**config.mk**
```make
export PLATFORM = sky130hd
export DESIGN_NAME = cmp_result_monitor
export DESIGN_NICKNAME = d
export VERILOG_FILES = /design/src/rtl/cmp_result_monitor.sv
export SDC_FILE = /design/constraint.sdc
export NUM_CORES = 1
export LEC_CHECK = 0
export CORE_UTILIZATION = 45
export DETAILED_ROUTE_END_ITERATION = 8
export GPL_ROUTABILITY_DRIVEN = 0
export PLACE_DENSITY = 0.7
export SYNTH_ARGS = -nofsm -noshare
export SYNTH_HDL_FRONTEND = slang
export SYNTH_SLANG_ARGS = --single-unit
```
**constraint.sdc**
```tcl
create_clock -name clk -period 3 [get_ports clk]
set_input_delay 0.6 -clock clk [delete_from_list [all_inputs] [get_ports clk]]
set_output_delay 0.6 -clock clk [all_outputs]
set_load 0.005 [all_outputs]
```
**src/rtl/cmp_result_monitor.sv**
```systemverilog
// ---------------------------------------------------------------------------
// cmp_result_monitor
// Downstream stage of the 2-bit comparator. Every accepted sample of the
// compare flag updates a set of statistics:
//   - a saturating hit counter
//   - a saturating sample counter
//   - the length of the current run of consecutive hits
//   - a shift-register history of recent samples
// A sticky alarm is raised once the run of consecutive hits reaches
// RUN_THRESH. The alarm only goes away on reset or a soft clear.
//
// Parameters:
//   CNT_W       width of hit_count, sample_count and run_len (saturating)
//   RUN_THRESH  consecutive cmp_z=1 samples that raise the alarm
//   HIST_DEPTH  number of recent samples kept in history (>= 2)
//
// Ports:
//   clk           rising-edge clock
//   rst           synchronous active-high reset
//   in_valid      cmp_z is valid this cycle and the sample is accepted
//   cmp_z         compare flag from the comparator stage
//   clear         synchronous soft clear of all statistics
//   out_valid     one-cycle pulse, outputs were updated by a sample
//   hit_count     accepted samples with cmp_z=1
//   sample_count  accepted samples
//   run_len       current run of consecutive cmp_z=1 samples
//   history       bit 0 newest sample, bit HIST_DEPTH-1 oldest
//   alarm         sticky, high while the FSM sits in ALARM
//   state         IDLE=0, TRACK=1, ALARM=2
// ---------------------------------------------------------------------------
module cmp_result_monitor #(
  parameter int CNT_W      = 8,
  parameter int RUN_THRESH = 3,
  parameter int HIST_DEPTH = 8
) (
  input  logic                  clk,
  input  logic                  rst,
  input  logic                  in_valid,
  input  logic                  cmp_z,
  input  logic                  clear,
  output logic                  out_valid,
  output logic [CNT_W-1:0]      hit_count,
  output logic [CNT_W-1:0]      sample_count,
  output logic [CNT_W-1:0]      run_len,
  output logic [HIST_DEPTH-1:0] history,
  output logic                  alarm,
  output logic [1:0]            state
);

  typedef enum logic [1:0] {
    IDLE  = 2'd0,
    TRACK = 2'd1,
    ALARM = 2'd2
  } state_t;

  localparam logic [CNT_W-1:0] CNT_MAX = '1;
  localparam logic [CNT_W-1:0] THRESH  = CNT_W'(RUN_THRESH);

  state_t           state_q;
  state_t           state_d;
  logic             accept;
  logic [CNT_W-1:0] run_next;
  logic [CNT_W-1:0] hit_next;
  logic [CNT_W-1:0] sample_next;

  // Next-state and next-statistics logic. The FSM only moves on accepted
  // samples. An illegal encoding falls back to IDLE and the sample seen in
  // that cycle is ignored, so the counters stay untouched while recovering.
  always_comb begin
    state_d     = state_q;
    accept      = 1'b0;
    run_next    = run_len;
    hit_next    = hit_count;
    sample_next = sample_count;

    if (cmp_z) begin
      run_next = (run_len == CNT_MAX) ? CNT_MAX : run_len + 1'b1;
    end else begin
      run_next = '0;
    end

    if (cmp_z && (hit_count != CNT_MAX)) begin
      hit_next = hit_count + 1'b1;
    end

    if (sample_count != CNT_MAX) begin
      sample_next = sample_count + 1'b1;
    end

    case (state_q)
      IDLE, TRACK: begin
        accept = in_valid;
        if (in_valid) begin
          state_d = (run_next >= THRESH) ? ALARM : TRACK;
        end
      end
      ALARM: begin
        accept = in_valid;
      end
      default: begin
        state_d = IDLE;
      end
    endcase
  end

  // Registered outputs. Reset beats clear, clear beats a sample, and both
  // reset and clear drop any sample presented in the same cycle. The alarm
  // flop is loaded from the next state so it rises together with the
  // out_valid pulse of the triggering sample.
  always_ff @(posedge clk) begin
    if (rst || clear) begin
      state_q      <= IDLE;
      out_valid    <= 1'b0;
      hit_count    <= '0;
      sample_count <= '0;
      run_len      <= '0;
      history      <= '0;
      alarm        <= 1'b0;
    end else begin
      state_q   <= state_d;
      alarm     <= (state_d == ALARM);
      out_valid <= accept;
      if (accept) begin
        hit_count    <= hit_next;
        sample_count <= sample_next;
        run_len      <= run_next;
        history      <= {history[HIST_DEPTH-2:0], cmp_z};
      end
    end
  end

  assign state = state_q;

endmodule

```
## Yosys cells after proc, flatten, opt, wreduce, memory -nomap -nowiden

Index checks and enable logic that the tools add are counted.

- Flip-flop bits (word level): 36
- Logic and storage cells: 30
- Output and inout bits: 36

- Eq/ne operators: 6
- Add/subtract/negate cells: 3
- Reductions and logical operators: 7
- Magnitude comparators: 1
- Multiplexer cells: 6

Operators by type and width:

| operator | number |
|---|---|
| adder 8 x 1 -> 8 bit, second input constant | 3 |
| 2-to-1 mux 8 bit | 2 |
| inequality test 8 bit, second input constant | 2 |
| equality test 8 bit, second input constant | 1 |
| greater-or-equal comparator 8 x 2 -> 1 bit, second input constant | 1 |
| equality test 2 bit, second input constant | 2 |
| 2-to-1 mux 2 bit | 2 |
| case mux 2 bit (2 select lines) | 1 |
| AND reduction 2 bit | 2 |
| OR reduction 3 bit | 1 |
| equality test 2 x 1 -> 1 bit, second input constant | 1 |
| logical NOT 2 bit | 1 |
| OR reduction 2 bit | 1 |
| logical AND 1 bit | 1 |
| logical OR 1 bit | 1 |
| 2-to-1 mux 1 bit | 1 |

## Longest topological paths before layout

- Depth after elaboration: 8
- Depth in mapped cells: 6

## Least setup slack after synthesis

No wires, ideal clock.

- Kind: reg-to-reg
- Start point: reg run_len[0]
- End point: reg alarm
- Path buffers: 0
- Stages on the path, launching flop included: 7
- Library setup time: 0.115 ns
- Setup slack: 1.345 ns
- Arrival: 1.540 ns
- Cell sequence: dfxtp_1 > ha_1 > and3_4 > and2_4 > o21ai_2 > a311o_1 > o21a_1

- Cells in the longest elaborated chain, start to end: 8
- Elaborated cells between the ends (all ways): 9

RTL lines:

| what | RTL line | source |
|---|---|---|
| from (decl) | 44 | `output logic [CNT_W-1:0] run_len,` |
| from (signal assigned) | 126 | `run_len <= run_next;` |
| adder 8 x 1 -> 8 bit / equality test 8 bit (equally long branches) | 77 | `run_next = (run_len == CNT_MAX) ? CNT_MAX : run_len + 1'b1;` |
| 2-to-1 mux 8 bit (*) | 77 |  |
| 2-to-1 mux 8 bit (*) | 76 | `if (cmp_z) begin` |
| greater-or-equal comparator 8 x 2 -> 1 bit (*) | 94 | `state_d = (run_next >= THRESH) ? ALARM : TRACK;` |
| 2-to-1 mux 2 bit (*) | 94 |  |
| 2-to-1 mux 2 bit (*) | 93 | `if (in_valid) begin` |
| case mux 2 bit (2 select lines) (*) | 90 | `case (state_q)` |
| equality test 2 bit (*) | 121 | `alarm <= (state_d == ALARM);` |
| to (signal assigned) | 121 |  |
| to (decl) | 46 | `output logic alarm,` |

Mark *: on every way between the ends. The rest lies on a longest branch, timed or not.
A chain may end at the register's enable or synchronous reset.

## Worst setup path after layout

- Start point: reg run_len[5]
- End point: out run_len[5]

No word-level cell between the ends.

==> results.md <==
- Combinational fraction of design power: 0.057
- Worst vdd ir: 0.357 mV
- Cell Area, Synth: 0.00163 mm²
- Netlist cell types: 35
- Critical Path AT: 1410 ps
- Avg Synthesized Cell Area: 8.21 µm²
- FF+latch area: 721 µm²
- Crit path buf inv count: 1
- Multi-input logic area: 860 µm²
- Hold path depth: 2
- ANT cells: 0
- Hold Crit Class: reg2reg
- Die Area: 0.00386 mm²
- DR WL/cell: 12.3 µm
- Max Slew Vio Count: 0
- Critical Path RT: 2400 ps
- R2r setup slk: 1170 ps
- Layout cell share with drive strength beyond 1: 0.0798
- CP cell instances: clkdlybuf4s50_1
- Postcts setup bufs: 0
- Post-Place Setup Slack: 701 ps
- Total of max-cap violations: 0
- Post-DP HPWL: 2.40 mm
- Post-Synthesis Cells: 198
- Most frequent cells in the layout: clkdlybuf4s50_1 (40), dfxtp_1 (36), nand2_1 (33)
- Final worst path period share: 0.671
- Peak Freq: 497 MHz
- Area delta synth->final: 31.4%
- DR vias: 1,540
- Hold wc startpoint: history[7]$_SDFFE_PP0P_
- Max-slew headroom: 0.567
- Nets: 245
- Vias in the first global route: 1,388
- Number of DRC markers in iteration 0: 85
- Fraction of registers with async set/reset: 0
- Largest net degree at the start of global routing: 36
- Proportion of power drawn by the clock network: 0.390
- Synth Warn #: 0
- CP max FO: 8
- Detailed Route WL: 3.50 mm
- Core Footprint: 0.00339 mm²
- Int Power: 0.676 mW
- IO Pins: 41
- Reg power frac: 0.553
- NetSw: 0.202 mW
- Setup CP Type: reg2out
- TritonCTS buffer count: 5
- Chip height: 62.1 µm
- Sequential area share after synthesis: 0.443
- CTS sink cnt: 36
- Post-CTS Resized: 0
- Startpoint Class: flip-flop
- Initial antenna violation count: 0
- GRT Resource Usage Total: 0.193
- Initial Util: 0.480
- Unrepaired setup endpoints after global routing: false
- Layout filler cell count: 285
- Clk buf depth: 2
- Width of the die: 62.1 µm
- Top FF cell, synth: dfxtp_1
- Min Tclk post-route: 2010 ps
- Final worst slack: 987 ps
- Setup crit end kind: output port
- # DRC: 0
- Clock slew at reported path FFs: 120 ps
- Slowest CP cell: clkdlybuf4s50_1
- Vias per cell: 5.42
- Hold path endpoint: history[7]$_SDFFE_PP0P_
- Final hold violation count: 0
- Root Driver: clkbuf_4
- Worst Max-Slew Pin Slew: 650 ps
- Clock Latency Late Sink: 350 ps
- CP top delay family: buffers and inverters
- Cell row count: 21
- CP Depth: 1
- Number of flops mapped to enable cells by yosys: 0
- Power Dens Cells: 411 mW/mm²
- Sw Share: 0.230
- Syn Nets: 206
- Initial DRT Pass Iterations: 4
- Final number of setup-violating endpoints: 0
- Port bufs: 40
- Hold Buf Count CTS: 0
- H-tree levels: 2
- CTS tree: done
- Max incr delay on CP: 560 ps
- Leak pwr: 0.676 nW
- Worst Skew: 13.2 ps
- Number of synthesized register bits: 36
- R2R cell count: 6
- Post-Route Setup TNS: 0 ps
- Grt ovf: 0
- Critical R2R Launch: run_len[0]$_SDFFE_PP0P_
- Most common cell after layout, fill and taps aside: clkdlybuf4s50_1
- R2R Path End: state[0]$_SDFF_PP0_
- Antenna-violating nets left: 0
- First-pass GRT wire length: 5.91 mm
- Run status: complete, no violations
==> metal layers <==
layer / track usage / up-vias / part of all wire
met5: 0 / - / 0
met2: 0.327 / 47 / 0.47
met1: 0.216 / 707 / 0.46
li1: - / 778 / -
met4: 0.0901 / 0 / 0.018
met3: 0.0699 / 8 / 0.049
==> layout make-up <==
| cell class | instances | area share |
|---|---|---|
| clock inverter | 3 | 0.0199 |
| sequential | 36 | 0.337 |
| tap | 46 | 0.0269 |
| inverter | 3 | 0.00527 |
| timing repair buffer | 41 | 0.191 |
| clock buffer | 5 | 0.0176 |
| multi-input combinational | 150 | 0.402 |
==> flip-flops by register name (all words and copies together) (netlist names) <==
register / flops
hit_count: 8
sample_count: 8
out_valid: 1
state: 2
alarm: 1
history: 8
run_len: 8
==> metrics by stage <==
stage | instances | total power, mW | area, µm² | hold WS (ps) | util
final | 284 | 0.878 | 2140 | 471 | 0.630
after global routing | 284 | 0.912 | 2140 | 491 | 0.630
after CTS | 284 | 0.885 | 2140 | 475 | 0.630
after detailed placement | 276 | 0.547 | 2060 | 459 | 0.607
after global placement | 276 | 0.546 | 2060 | 443 | 0.607
after floorplan | 198 | 0.527 | 1630 | 453 | -
==> power by group through the flow <==
stage	registers, mW	logic [mW]	clock network [mW]
6_report	0.486	0.0501	0.342
5_1_grt	0.487	0.0552	0.370
4_1_cts	0.486	0.0505	0.348
3_5_place_dp	0.497	0.0503	0
3_3_place_gp	0.496	0.0494	0
2_1_floorplan	0.496	0.0305	0
==> worst max-delay path by stage <==
stage | to | startpoint
after detailed placement | hit_count[5]$_SDFFE_PP0P_ | in_valid
after CTS | run_len[2] | run_len[2]$_SDFFE_PP0P_
after floorplan | alarm$_SDFF_PP0_ | run_len[0]$_SDFFE_PP0P_
after global placement | hit_count[4]$_SDFFE_PP0P_ | in_valid
final | run_len[5] | run_len[5]$_SDFFE_PP0P_
after global routing | run_len[2] | run_len[2]$_SDFFE_PP0P_
==> Yosys cell counts (all sizes together) (2+ instances only) <==
cell type / number / area share
dfxtp: 36 / 0.44
nand2: 33 / 0.076
a21oi: 21 / 0.065
nor2: 18 / 0.042
o21ai: 11 / 0.036
nor3: 9 / 0.028
clkbuf: 8 / 0.018
nand3: 8 / 0.025
xnor2: 8 / 0.043
nand4: 5 / 0.019
a31oi: 4 / 0.015
and2: 3 / 0.013
ha: 3 / 0.023
inv: 3 / 0.0069
o211ai: 3 / 0.017
o21a: 3 / 0.014
or3: 3 / 0.012
xor2: 3 / 0.016
a211oi: 2 / 0.0092
a221oi: 2 / 0.011
and4: 2 / 0.012
or2: 2 / 0.0077
==> cells by family after synthesis <==
logic type               after synthesis  share of synthesized area
AND/OR/NAND/NOR                       85                      0.248
multiplexers                           2                     0.0131
adder cells (fa/ha/maj)                3                     0.0231
XOR/XNOR                              11                     0.0592
AO/OA/AOI/OAI                         49                      0.185
flip-flops                            36                      0.443
buffers and inverters                 12                     0.0285
Power figures use the tool's default switching activity.
